`src/rtl/mod_frame_scheduler_pkg.sv`:
```
// Shared types and helpers for the frame scheduler that feeds the BPSK/QPSK modulator.
package mod_sched_pkg;

  typedef enum logic [1:0] {
    ST_IDLE,
    ST_PREAMBLE,
    ST_PAYLOAD,
    ST_GAP
  } state_e;

  localparam logic [7:0] DEFAULT_PREAMBLE = 8'hA5;

  // Wraps a requester index that has run at most one lap past n.
  function automatic int wrapIdx(input int a, input int n);
    return (a >= n) ? a - n : a;
  endfunction

endpackage

```
`src/rtl/mod_frame_scheduler_if.sv`:
```
// Requester byte streams in, modulator drive and status out.
interface mod_frame_scheduler_if #(
  parameter int NUM_REQ = 2
);
  logic [NUM_REQ-1:0]   req_valid;
  logic [NUM_REQ*8-1:0] req_data;
  logic [NUM_REQ-1:0]   req_last;
  logic [NUM_REQ-1:0]   req_ready;
  logic                 mod_data;
  logic                 mod_enable;
  logic [1:0]           grant_id;
  logic                 busy;
  logic                 underrun;

  modport master (
    output req_valid, req_data, req_last,
    input  req_ready, mod_data, mod_enable, grant_id, busy, underrun
  );

  modport slave (
    input  req_valid, req_data, req_last,
    output req_ready, mod_data, mod_enable, grant_id, busy, underrun
  );
endinterface

```
`src/rtl/mod_frame_scheduler_rr_arbiter.sv`:
```
// Combinational round-robin pick: lowest requester index at or after the pointer, wrapping.
module rr_arbiter
  import mod_sched_pkg::*;
#(
  parameter int NUM_REQ = 2
) (
  input  logic [NUM_REQ-1:0] req_i,
  input  logic [1:0]         ptr_i,
  output logic [NUM_REQ-1:0] grant_o,
  output logic [1:0]         idx_o
);
  logic found;

  always_comb begin
    grant_o = '0;
    idx_o   = '0;
    found   = 1'b0;
    for (int i = 0; i < NUM_REQ; i++) begin
      for (int k = 0; k < NUM_REQ; k++) begin
        if (!found && req_i[k] && (k == wrapIdx(int'(ptr_i) + i, NUM_REQ))) begin
          found      = 1'b1;
          grant_o[k] = 1'b1;
          idx_o      = 2'(k);
        end
      end
    end
  end

endmodule

```
`src/rtl/mod_frame_scheduler.sv`:
```
// Arbitrates requester byte streams and serialises preamble + payload MSB-first to the modulator.
module mod_frame_scheduler
  import mod_sched_pkg::*;
#(
  parameter int         NUM_REQ  = 2,
  parameter int         SYM_DIV  = 4,
  parameter logic [7:0] PREAMBLE = DEFAULT_PREAMBLE,
  parameter int         GAP_BITS = 2
) (
  input logic                  clk_i,
  input logic                  rst_i,
  mod_frame_scheduler_if.slave bus_io
);
  localparam int TW = (SYM_DIV > 1) ? $clog2(SYM_DIV) : 1;
  localparam int CW = (GAP_BITS > 8) ? $clog2(GAP_BITS) : 3;
  localparam logic [TW-1:0] TIMER_MAX = TW'(SYM_DIV - 1);
  localparam logic [CW-1:0] BYTE_LAST = CW'(7);
  localparam logic [CW-1:0] GAP_LAST  = CW'(GAP_BITS - 1);

  state_e             state_q, state_d;
  logic [TW-1:0]      timer_q, timer_d;
  logic [CW-1:0]      bitCnt_q, bitCnt_d;
  logic [7:0]         shift_q, shift_d;
  logic               last_q, last_d;
  logic [1:0]         grant_q, grant_d;
  logic [1:0]         rrPtr_q, rrPtr_d;
  logic               enable_q, enable_d;
  logic [NUM_REQ-1:0] arbGrant;
  logic [1:0]         arbIdx;
  logic               grantValid, grantLast;
  logic [7:0]         grantData;
  logic               boundary, load, underrun;
  logic [NUM_REQ-1:0] readyVec;

  rr_arbiter #(.NUM_REQ(NUM_REQ)) u_arb (
    .req_i   (bus_io.req_valid),
    .ptr_i   (rrPtr_q),
    .grant_o (arbGrant),
    .idx_o   (arbIdx)
  );

  always_comb begin
    grantValid = 1'b0;
    grantLast  = 1'b0;
    grantData  = '0;
    for (int i = 0; i < NUM_REQ; i++) begin
      if (grant_q == 2'(i)) begin
        grantValid = bus_io.req_valid[i];
        grantLast  = bus_io.req_last[i];
        grantData  = bus_io.req_data[i*8 +: 8];
      end
    end
  end

  // Shift register is cleared on leaving a frame so mod_data idles low straight from the flop.
  always_comb begin
    state_d  = state_q;
    timer_d  = timer_q;
    bitCnt_d = bitCnt_q;
    shift_d  = shift_q;
    last_d   = last_q;
    grant_d  = grant_q;
    rrPtr_d  = rrPtr_q;
    load     = 1'b0;
    underrun = 1'b0;
    boundary = (timer_q == TIMER_MAX);

    if (state_q != ST_IDLE) begin
      timer_d = boundary ? '0 : timer_q + TW'(1);
    end

    case (state_q)
      ST_IDLE: begin
        if (|arbGrant) begin
          state_d  = ST_PREAMBLE;
          grant_d  = arbIdx;
          shift_d  = PREAMBLE;
          timer_d  = '0;
          bitCnt_d = '0;
        end
      end
      ST_PREAMBLE, ST_PAYLOAD: begin
        if (boundary) begin
          if (bitCnt_q != BYTE_LAST) begin
            bitCnt_d = bitCnt_q + CW'(1);
            shift_d  = {shift_q[6:0], 1'b0};
          end else begin
            bitCnt_d = '0;
            if (state_q == ST_PAYLOAD && last_q) begin
              state_d = ST_GAP;
              shift_d = '0;
            end else if (grantValid) begin
              load    = 1'b1;
              shift_d = grantData;
              last_d  = grantLast;
              state_d = ST_PAYLOAD;
            end else begin
              underrun = 1'b1;
              state_d  = ST_GAP;
              shift_d  = '0;
            end
          end
        end
      end
      ST_GAP: begin
        if (boundary) begin
          if (bitCnt_q == GAP_LAST) begin
            state_d  = ST_IDLE;
            bitCnt_d = '0;
            rrPtr_d  = (grant_q == 2'(NUM_REQ - 1)) ? 2'd0 : grant_q + 2'd1;
          end else begin
            bitCnt_d = bitCnt_q + CW'(1);
          end
        end
      end
      default: state_d = ST_IDLE;
    endcase

    enable_d = (state_d == ST_PREAMBLE) || (state_d == ST_PAYLOAD);
  end

  always_ff @(posedge clk_i) begin
    if (rst_i) begin
      state_q  <= ST_IDLE;
      timer_q  <= '0;
      bitCnt_q <= '0;
      shift_q  <= '0;
      last_q   <= 1'b0;
      grant_q  <= '0;
      rrPtr_q  <= '0;
      enable_q <= 1'b0;
    end else begin
      state_q  <= state_d;
      timer_q  <= timer_d;
      bitCnt_q <= bitCnt_d;
      shift_q  <= shift_d;
      last_q   <= last_d;
      grant_q  <= grant_d;
      rrPtr_q  <= rrPtr_d;
      enable_q <= enable_d;
    end
  end

  // ready/underrun answer the live valid in the boundary cycle itself, as the handshake needs.
  always_comb begin
    readyVec = '0;
    for (int i = 0; i < NUM_REQ; i++) begin
      readyVec[i] = load && (grant_q == 2'(i));
    end
  end

  assign bus_io.req_ready  = readyVec;
  assign bus_io.underrun   = underrun;
  assign bus_io.mod_data   = shift_q[7];
  assign bus_io.mod_enable = enable_q;
  assign bus_io.grant_id   = grant_q;
  assign bus_io.busy       = (state_q != ST_IDLE);

endmodule

```
`src/flat_wrapper.sv`:
```
// flat-port wrapper written by rule: the top's interface ports become plain ports
module mod_frame_scheduler_flat import mod_sched_pkg::*;
#(
  parameter int         NUM_REQ  = 2,
  parameter int         SYM_DIV  = 4,
  parameter logic [7:0] PREAMBLE = DEFAULT_PREAMBLE,
  parameter int         GAP_BITS = 2
)
  (clk_i, rst_i, bus_io_req_valid, bus_io_req_data, bus_io_req_last, bus_io_req_ready, bus_io_mod_data, bus_io_mod_enable, bus_io_grant_id, bus_io_busy, bus_io_underrun);
  mod_frame_scheduler_if #(.NUM_REQ(NUM_REQ)) bus_io_i ();
  input logic clk_i;
  input logic rst_i;
  input wire logic [$bits(bus_io_i.req_valid)-1:0] bus_io_req_valid;
  input wire logic [$bits(bus_io_i.req_data)-1:0] bus_io_req_data;
  input wire logic [$bits(bus_io_i.req_last)-1:0] bus_io_req_last;
  output wire logic [$bits(bus_io_i.req_ready)-1:0] bus_io_req_ready;
  output wire logic [$bits(bus_io_i.mod_data)-1:0] bus_io_mod_data;
  output wire logic [$bits(bus_io_i.mod_enable)-1:0] bus_io_mod_enable;
  output wire logic [$bits(bus_io_i.grant_id)-1:0] bus_io_grant_id;
  output wire logic [$bits(bus_io_i.busy)-1:0] bus_io_busy;
  output wire logic [$bits(bus_io_i.underrun)-1:0] bus_io_underrun;
  assign bus_io_i.req_valid = bus_io_req_valid;
  assign bus_io_i.req_data = bus_io_req_data;
  assign bus_io_i.req_last = bus_io_req_last;
  assign bus_io_req_ready = bus_io_i.req_ready;
  assign bus_io_mod_data = bus_io_i.mod_data;
  assign bus_io_mod_enable = bus_io_i.mod_enable;
  assign bus_io_grant_id = bus_io_i.grant_id;
  assign bus_io_busy = bus_io_i.busy;
  assign bus_io_underrun = bus_io_i.underrun;
  mod_frame_scheduler #(.NUM_REQ(NUM_REQ), .SYM_DIV(SYM_DIV), .PREAMBLE(PREAMBLE), .GAP_BITS(GAP_BITS)) u_core (.clk_i(clk_i), .rst_i(rst_i), .bus_io(bus_io_i));
endmodule
```
`config.mk`:
```
export PLATFORM = sky130hd
export DESIGN_NAME = mod_frame_scheduler_flat
export DESIGN_NICKNAME = d
export VERILOG_FILES = /design/src/rtl/mod_frame_scheduler_pkg.sv /design/src/rtl/mod_frame_scheduler_if.sv /design/src/rtl/mod_frame_scheduler_rr_arbiter.sv /design/src/rtl/mod_frame_scheduler.sv /design/src/flat_wrapper.sv
export SDC_FILE = /design/constraint.sdc
export NUM_CORES = 1
export LEC_CHECK = 0
export BUFFER_PORTS_ARGS = -buffer_cell sky130_fd_sc_hd__buf_4
export CAP_MARGIN = 30
export CORE_ASPECT_RATIO = 0.75
export CORE_MARGIN = 5
export CORE_UTILIZATION = 45
export DETAILED_ROUTE_END_ITERATION = 12
export GPL_ROUTABILITY_DRIVEN = 1
export MAX_ROUTING_LAYER = met4
export PLACE_DENSITY = 0.75
export SETUP_SLACK_MARGIN = 0.5
export SLEW_MARGIN = 0
export SYNTH_ARGS = -nofsm -noshare
export SYNTH_HDL_FRONTEND = slang
export SYNTH_SLANG_ARGS = --single-unit
```
`constraint.sdc`:
```
create_clock -name clk_i -period 4.6 [get_ports clk_i]
set_input_delay 0.46 -clock clk_i [delete_from_list [all_inputs] [get_ports clk_i]]
set_output_delay 0.46 -clock clk_i [all_outputs]
set_load 0.005 [all_outputs]
```
==> flow_summary.toml, run 1 <==
[run_status]
outcome = "complete, no violations"

[yosys]
ys_top_cells_by_area = "dfxtp_1 31%, mux2i_1 7.5%, ha_1 7.2%, nand2_1 5.6%, inv_1 5.0%"
synth_nets = 174
ys_seq_elements = 19
ys_warn_count = 0
yosysSeqAreaShare = 0.3147
synth-edff-count = 0
async_reset_ff_frac = 0
ys.flop_type = "dfxtp_1"
syn-cell-area_um2 = 1209
yosys.area.top_type = "dfxtp_1"
synth_top_area_frac = 0.3147
synth_cell_types = 42
synthCells = 145
avgSynthCellArea_um2 = 8.336

[finish]
final_cell_mix = "28 x buf_4, 19 x dfxtp_1, 18 x nand2_1"
nets = 199
regArea_um2 = 380.4
num_antenna_cells = 0
area_growth_pct = 19.57
fillers = 257
multiInputGateArea_um2 = 719.4
layout-drive-gt1-share = 0.2367
mostFrequentLayoutCell = "buf_4"

[sta]
fmax_ghz = 0.3785
worst_slew_pin_slew_ns = 0.6718
rsz0062_at_grt = "false"
setup_viol = 0
finalSetupTns_ns = 0
slew_headroom = 0.5515
clock-skew-final_ns = 0.004425
slew_viol_final = 0
hold_viol_final = 0
period_share = 0.5744
period_minus_slack_ns = 2.642

[die]
num_rows = 16
core_um2 = 2582
die_h_um = 54.88
initial_utilization = 0.4680
die_w_um = 69.85
io_pins = 30
die-area_um2 = 3833

[clocking]
cts.sinks = 19
post_cts_buffers = 0
htreeDepth = 1
clock_latency_ns = 0.30
hold_buffers = 0
root_buffer = "clkbuf_4"
cts_resized = 0
cts_buffers = 3
clk_pin_slew_worst_paths_ns = 0.12
tritoncts = "done"
cts_buffer_depth = 2

[routing]
met1_length_mm = 1.429
drc_errors = 0
routed_wl_mm = 2.783
top_layer = "met4"
vias = 1102
drtIter0Drc = 23
dr_wl_met2_mm = 1.118
viasPerCell = 5.376
met3WireLength_um = 225
post_drt_wl_per_cell_um = 13.58
antenna_left = 0
dr.pass1.iters = 4

[place]
gp_congestion = 0.8966
dp_hpwl_mm = 2.181
port-buffer-count = 28

[global_routing]
first_global_vias = 951
grt_pass1_wl_mm = 4.547
grt_use_total = 0.1547
overflow = 0
antenna_found_initial = 0
grt_start_max_net_pins = 16

[setup_path]
crit_path_cell_trace = "ha_1 > ha_1 > a21bo_2 > nor4_1 > buf_4"
cp_max_fo = 11
critical-path-max-stage-delay_ns = 0.43
worstSetupEndpointType = "output pin"
cp-start-kind = "flip-flop"
crit_path_frequent_cell = "ha_1"
cp_slowest_cell = "nor4_1"
critical_path_class = "flip-flop to output pin"
worstPathRequired_ns = 4.14
cp.arrival_ns = 2.18

[power_and_ir_drop]
vdd_drop_max_mv = 0.1842
seq_power_share = 0.515
comb_power_share = 0.230
power_density_nw_per_um2 = 243.4
switching_share = 0.2976
net-switching-power_mw = 0.1047
power.total_mw = 0.3517
intPower_mw = 0.2470
p_leak_nw = 0.5907
power_frac_clock = 0.254

[run]
maxCapViolations = 0

[min_path]
hp-class = "input pin to flip-flop"
-- through the flow --
stage | instance area [um^2] | hold slack (ns) | cells | util | setup slack, ns
floorplan | 1209 | 0.4303 | 145 | - | 2.824
global placement | 1415 | 0.4452 | 201 | 0.5480 | 2.403
detailed placement | 1415 | 0.4480 | 201 | 0.5480 | 2.313
CTS | 1445 | 0.4108 | 205 | 0.5596 | 1.945
global route | 1445 | 0.4210 | 205 | 0.5596 | 1.775
finish | 1445 | 0.4208 | 205 | 0.5596 | 1.958
-- flip-flops by register name (all words and copies together) (netlist names) --
name / count
u_core.bus_io.mod_enable: 1
u_core.rrPtr_q: 1
u_core.timer_q: 2
u_core.bitCnt_q: 3
u_core.state_q: 2
u_core.last_q: 1
u_core.bus_io.grant_id: 1
u_core.shift_q: 8
-- worst max-delay path: cells and delay by family, from the launching register on --
kind                       cells  cell delay, ns
adders and majority gates      2            0.51
and+or+nand+nor                1            0.43
DFF                            1            0.39
AOI/OAI and AO/OA              1            0.35
buffers and inverters          1            0.20
-- cells in the mapped netlist (2+ instances only) --
| cell type | instances |
|---|---|
| nor2_1 | 5 |
| buf_4 | 2 |
| o21ai_0 | 4 |
| o32ai_1 | 5 |
| dfxtp_1 | 19 |
| inv_1 | 16 |
| a21oi_1 | 11 |
| ha_1 | 7 |
| o21ai_1 | 2 |
| or3_1 | 3 |
| nand3_1 | 4 |
| nor3_1 | 5 |
| clkbuf_1 | 2 |
| nand2_1 | 18 |
| buf_2 | 3 |
| o311a_1 | 4 |
| a22oi_1 | 2 |
| mux2i_1 | 9 |
-- kinds of logic after synthesis --
| group | share of synthesized area |
|---|---|
| simple gates | 0.1946 |
| compound gates | 0.2391 |
| buf+inv | 0.09006 |
| flops | 0.3147 |
| mux | 0.08592 |
| fa+ha+maj | 0.07246 |
| other cells | 0.003103 |
-- layout make-up --
type	instances	share of cell area
inverter	16	0.04156
sequential	19	0.2632
clock buffer	3	0.01558
clock inverter	1	0.005195
tap	36	0.03117
multi-input combinational	102	0.4978
timing repair buffer	28	0.1455
-- final timing paths --
kind / start / end / slack (ns) / cells after the start
setup / recovery: u_core.bitCnt_q[0] / bus_io_req_ready[0] / 1.96 / 5
hold / removal: rst_i / u_core.shift_q[3] / 0.42 / 2
setup reg to reg: u_core.bitCnt_q[0] / u_core.last_q / 2.57 / 6
hold reg to reg: u_core.shift_q[4] / u_core.shift_q[4] / 0.46 / 2
-- per-layer routing --
layer | global-route usage | up-vias
met5 | - | -
met4 | 0.01911 | 0
met3 | 0.05688 | 2
met2 | 0.2257 | 32
met1 | 0.2096 | 504
li1 | - | 564
-- power by group through the flow --
stage / sequential [mW] / clock [mW] / combinational, mW
finish: 0.181 / 0.0894 / 0.0810
global route: 0.182 / 0.101 / 0.0904
CTS: 0.181 / 0.0941 / 0.0811
detailed placement: 0.185 / 0 / 0.0806
global placement: 0.185 / 0 / 0.0789
floorplan: 0.182 / 0 / 0.0546
Power figures use the tool's default switching activity.
==> run 2, diff against run 1 <==
==> constraint.sdc (replaced) <==
create_clock -name clk_i -period 2.65 [get_ports clk_i]
set_input_delay 0.265 -clock clk_i [delete_from_list [all_inputs] [get_ports clk_i]]
set_output_delay 0.265 -clock clk_i [all_outputs]
set_load 0.005 [all_outputs]
==> flow_summary.toml, run 2 (synthesized netlist as in run 1, its figures left out) <==
[run_status]
outcome = "complete, no violations"

[power_and_ir_drop]
power_density_nw_per_um2 = 409.2
p_leak_nw = 0.6093
vdd_drop_max_mv = 0.3276

[clocking]
cts_buffer_depth = 2
cts.sinks = 19
cts_buffers = 3
root_buffer = "clkbuf_4"
hold_buffers = 0
htreeDepth = 1
tritoncts = "done"
clock_latency_ns = 0.31
clk_pin_slew_worst_paths_ns = 0.12

[setup_path]
critical_path_class = "flip-flop to output pin"
worstSetupEndpointType = "output pin"
cp-start-kind = "flip-flop"
cp.arrival_ns = 1.81
worstPathRequired_ns = 2.38
cp_max_fo = 14

[finish]
largest_register_ffs = 8
layout-drive-gt1-share = 0.2849
final_cell_mix = "31 x buf_4, 18 x nand2_1, 17 x dfxtp_1"
reg_top3 = "u_core.shift_q x8, u_core.bitCnt_q x3"
fin_util = 0.5925
nets = 202
largest-register = "u_core.shift_q"
post-route-cell-area_um2 = 1530
mostFrequentLayoutCell = "buf_4"
area_growth_pct = 26.60
num_antenna_cells = 0
fillers = 238

[min_path]
hp-class = "input pin to flip-flop"

[sta]
fmax_ghz = 0.4813
hold_slack_ns = 0.2293
setup_viol = 0
period_share = 0.7840
slew_viol_final = 0
clock-skew-final_ns = 0.009308
worst_slack_ns = 0.5724
period_minus_slack_ns = 2.078
finalSetupTns_ns = 0
rsz0062_at_grt = "true"
hold_viol_final = 0

[die]
initial_utilization = 0.4680
io_pins = 30
die_w_um = 69.85
core_um2 = 2582
die-area_um2 = 3833
num_rows = 16
die_h_um = 54.88

[routing]
vias = 1145
routed_wl_mm = 3.047
dr.pass1.iters = 4
drc_errors = 0
drtIter0Drc = 58
antenna_left = 0
post_drt_wl_per_cell_um = 14.65
viasPerCell = 5.505

[global_routing]
antenna_found_initial = 0
grt_use_total = 0.1729
grt_start_max_net_pins = 16
first_global_vias = 1064
overflow = 0
grt_pass1_wl_mm = 5.106

[place]
port-buffer-count = 28
dp_hpwl_mm = 2.231
place_ws_ns = 0.5133
gp_congestion = 0.8867
place_area_um2 = 1423

[run]
maxCapViolations = 0
-- run 2: changes by cell type in the layout (fill, tap and decap cells not counted), moves of 2 or more --
cell     previous run  this run
ha_1                7         5
dfxtp_2             0         2
buf_4              28        31
dfxtp_1            19        17
ha_4                0         2
-- run 2: metal layers --
metal	part of all wire	wire, um	up-vias	global-route usage
met1	0.51	1547	531	0.2291
met3	0.068	208	2	0.06055
met5	0	0	-	-
li1	-	-	576	-
met4	0.0023	7	0	0.02866
met2	0.42	1283	36	0.2586
-- run 2: through the flow --
stage,power [mW],instances
after floorplan,0.4109,145
after global placement,0.4592,202
after detailed placement,0.4633,202
after CTS,0.6291,206
after global routing,0.6648,208
final,0.6262,208
-- run 2: timing repair --
| item | CTS | global route |
|---|---|---|
| buffers inserted | 0 | 2 |
| resized for setup | 7 | 4 |
| endpoints found under the setup margin | 3 | 3 |
-- run 2: final timing paths --
| kind | startpoint | to | slack [ns] | depth (start not counted) |
|---|---|---|---|---|
| worst max-delay path | u_core.state_q[1] | bus_io_req_ready[1] | 0.57 | 5 |
| worst min-delay path | rst_i | u_core.rrPtr_q[0] | 0.23 | 2 |
| worst max register to register | u_core.state_q[1] | u_core.shift_q[5] | 0.80 | 5 |
| worst min register to register | u_core.shift_q[1] | u_core.shift_q[1] | 0.47 | 2 |
-- run 2: worst max-delay path: stages, from the launching register on --
cell	delay [ns]
dfxtp_1	0.41
inv_1	0.12
ha_4	0.37
nand2_1	0.17
nor3_2	0.28
buf_4	0.16
-- run 2: power breakdown --
part / internal (mW) / switching (mW)
Clock: 0.0576 / 0.101
Combinational: 0.0764 / 0.0809
Sequential: 0.302 / 0.00802
-- run 2: layout make-up --
cell class                 instances  area (um^2)  area share
clock buffer                       3        22.52     0.01472
tap                               36        45.04     0.02944
inverter                          16        60.06     0.03925
timing repair buffer              31        232.7      0.1521
clock inverter                     1        7.507    0.004906
sequential                        19        382.9      0.2502
multi-input combinational        102        779.5      0.5094
==> run 3, diff against run 2 <==
--- a/config.mk
+++ b/config.mk
@@ -5,6 +5,7 @@
 export SDC_FILE = /design/constraint.sdc
 export NUM_CORES = 1
 export LEC_CHECK = 0
+export ABC_AREA = 1
 export BUFFER_PORTS_ARGS = -buffer_cell sky130_fd_sc_hd__buf_4
 export CAP_MARGIN = 30
 export CORE_ASPECT_RATIO = 0.75
@@ -13,7 +14,7 @@
 export DETAILED_ROUTE_END_ITERATION = 12
 export GPL_ROUTABILITY_DRIVEN = 1
 export MAX_ROUTING_LAYER = met4
-export PLACE_DENSITY = 0.75
+export PLACE_DENSITY = 0.78
 export SETUP_SLACK_MARGIN = 0.5
 export SLEW_MARGIN = 0
 export SYNTH_ARGS = -nofsm -noshare
==> constraint.sdc (replaced) <==
create_clock -name clk_i -period 1.7 [get_ports clk_i]
set_input_delay 0.17 -clock clk_i [delete_from_list [all_inputs] [get_ports clk_i]]
set_output_delay 0.17 -clock clk_i [all_outputs]
set_load 0.005 [all_outputs]
==> flow_summary.toml, run 3 <==
[yosys]
synth-edff-count = 0
yosysSeqAreaShare = 0.3065
muxShareOfSynthArea = 0.03226
ys_warn_count = 0
synth_top_family_by_area = "simple AND/OR/NAND/NOR gates"
yosys.area_share.xor_xnor = 0
ys.flop_type = "dfxtp_1"
synth_nets = 191
synth_top_area_frac = 0.3065
yosys.area.top_type = "dfxtp_1"
synthTopCellsByCount = "33 x nand2_1, 19 x dfxtp_1, 14 x inv_1"
synth_compound_gate_area_share = 0.2067
synthCells = 162
synth_cell_types = 31
syn-cell-area_um2 = 1241
ys_seq_elements = 19
synth-simple-area-share = 0.2964
yosysMostFrequentCell = "nand2_1"
avgSynthCellArea_um2 = 7.662
ys_top_cells_by_area = "dfxtp_1 31%, nand2_1 10%, ha_1 7.1%, a21oi_1 4.4%, inv_1 4.2%"
async_reset_ff_frac = 0
synthAdderAreaFrac = 0.07056

[setup_path]
worstPathRequired_ns = 1.86
path_depth = 11
path_buf_inv = 4
critical-path-top-delay-family = "simple AND/OR/NAND/NOR gates"
crit_path_cell_trace = "inv_4 > ha_4 > buf_6 > inv_8 > nor2_4 > nor2_4 > nand2_4 > nor2_8 > o211ai_1 > nand2_1 > inv_1"
cp.arrival_ns = 1.82
worstSetupEndpointType = "flip-flop"
reg2regPathDepth = 11
crit_path_frequent_cell = "nor2_4"
critical_path_class = "flip-flop to flip-flop"
cp_slowest_cell = "dfxtp_2"
cp-start-kind = "flip-flop"
cp_max_fo = 8
critical-path-max-stage-delay_ns = 0.36

[global_routing]
overflow = 0
grt_pass1_wl_mm = 5.954
antenna_found_initial = 0
grt_use_total = 0.1917
first_global_vias = 1312
grt_start_max_net_pins = 12

[routing]
antenna_left = 0
viasPerCell = 5.378
routed_wl_mm = 3.912
dr.pass1.iters = 4
post_drt_wl_per_cell_um = 15.59
dr_wl_met2_mm = 1.917
drtIter0Drc = 75
met1_length_mm = 1.646
drc_errors = 0
met3WireLength_um = 283
vias = 1350
top_layer = "met4"

[sta]
hold_slack_ns = 0.1660
rsz0062_at_grt = "true"
slew_viol_final = 0
period_share = 0.9757
fmax_ghz = 0.6029
hold_viol_final = 0
clock-skew-final_ns = 0.004698
period_minus_slack_ns = 1.659
setup_viol = 0

[finish]
fin_cells = 251
mostFrequentLayoutCell = "buf_4"
fillers = 179
area_growth_pct = 54.23
largest-register = "u_core.shift_q"
final_cell_mix = "49 x buf_4, 24 x nand2_1, 14 x dfxtp_1"
layout-drive-gt1-share = 0.5535
nets = 245
num_antenna_cells = 0
largest_register_ffs = 8
reg_top3 = "u_core.shift_q x8, u_core.bitCnt_q x3"

[min_path]
hold_path_depth = 3
hp-class = "input pin to flip-flop"

[die]
die-area_um2 = 3919
core_um2 = 2623
die_w_um = 70.65
initial_utilization = 0.4733
die_h_um = 55.48
num_rows = 16
io_pins = 30

[run_status]
outcome = "complete, no violations"

[run]
maxCapViolations = 0

[clocking]
cts_buffers = 3
clock_latency_ns = 0.27
cts.sinks = 19
hold_buffers = 0
clk_pin_slew_worst_paths_ns = 0.08
cts_buffer_depth = 2
tritoncts = "done"
htreeDepth = 1
root_buffer = "clkbuf_8"

[place]
placedCellCount = 223
gp_congestion = 0.8256
port-buffer-count = 28
dp_hpwl_mm = 2.338

[power_and_ir_drop]
p_leak_nw = 0.8166
vdd_drop_max_mv = 0.5298
power_density_nw_per_um2 = 638.3
[run 3: report_power, final]
group | leakage, nW | switching [mW] | internal, mW
sequential | 0.158 | 0.0303 | 0.480
clock | 0.0255 | 0.166 | 0.164
combinational | 0.633 | 0.194 | 0.188
total | 0.817 | 0.390 | 0.832
[run 3: routing by layer]
metal,up-vias,global-route usage
met2,72,0.3160
li1,642,-
met3,8,0.04710
met5,-,-
met4,0,0.05630
met1,628,0.2325
[run 3: final cells by class]
cell class	count	area, um^2	area share
clock inverters	1	5.005	0.002614
multi-input cells	119	919.6	0.4804
flip-flops and latches	19	389.1	0.2033
clock buffers	3	41.29	0.02157
well taps	36	45.04	0.02353
repair buffers	53	421.7	0.2203
inverters	20	92.59	0.04837
[run 3: cells by family after synthesis]
logic type               Yosys count
AND/OR/NAND/NOR                   66
multiplexers                       4
buffers and inverters             24
other                              1
AO/OA/AOI/OAI                     41
flip-flops                        19
adder cells (fa/ha/maj)            7
[run 3: final timing paths]
path | startpoint | to | slack (ns)
worst max-delay path | u_core.state_q[0] | u_core.shift_q[7] | 0.04
worst min-delay path | bus_io_req_last[1] | u_core.last_q | 0.17
worst max register to register | u_core.state_q[0] | u_core.shift_q[7] | 0.04
worst min register to register | u_core.rrPtr_q[0] | u_core.rrPtr_q[0] | 0.46
[run 3: tightest hold or removal path, stage by stage]
cell and delay (ns):
buf_4 0.08, nand2_1 0.04, a31oi_1 0.11
[run 3: stage by stage]
step / total power [mW] / setup slack [ns] / cell area, um^2 / TNS, ns / utilization
floorplan: 0.6922 / 0.3338 / 1299 / 0 / -
global placement: 0.7692 / 0.2282 / 1531 / 0 / 0.5840
detailed placement: 0.7807 / 0.1870 / 1531 / 0 / 0.5840
CTS: 1.153 / 0.1014 / 1744 / 0 / 0.6651
global route: 1.271 / -0.05094 / 1914 / -0.05094 / 0.7300
finish: 1.222 / 0.04126 / 1914 / 0 / 0.7300
[run 3: timing repair]
item	CTS	global route
setup endpoints to repair	20	21
resized for setup	20	19
pin swaps	5	14
setup buffers	12	12
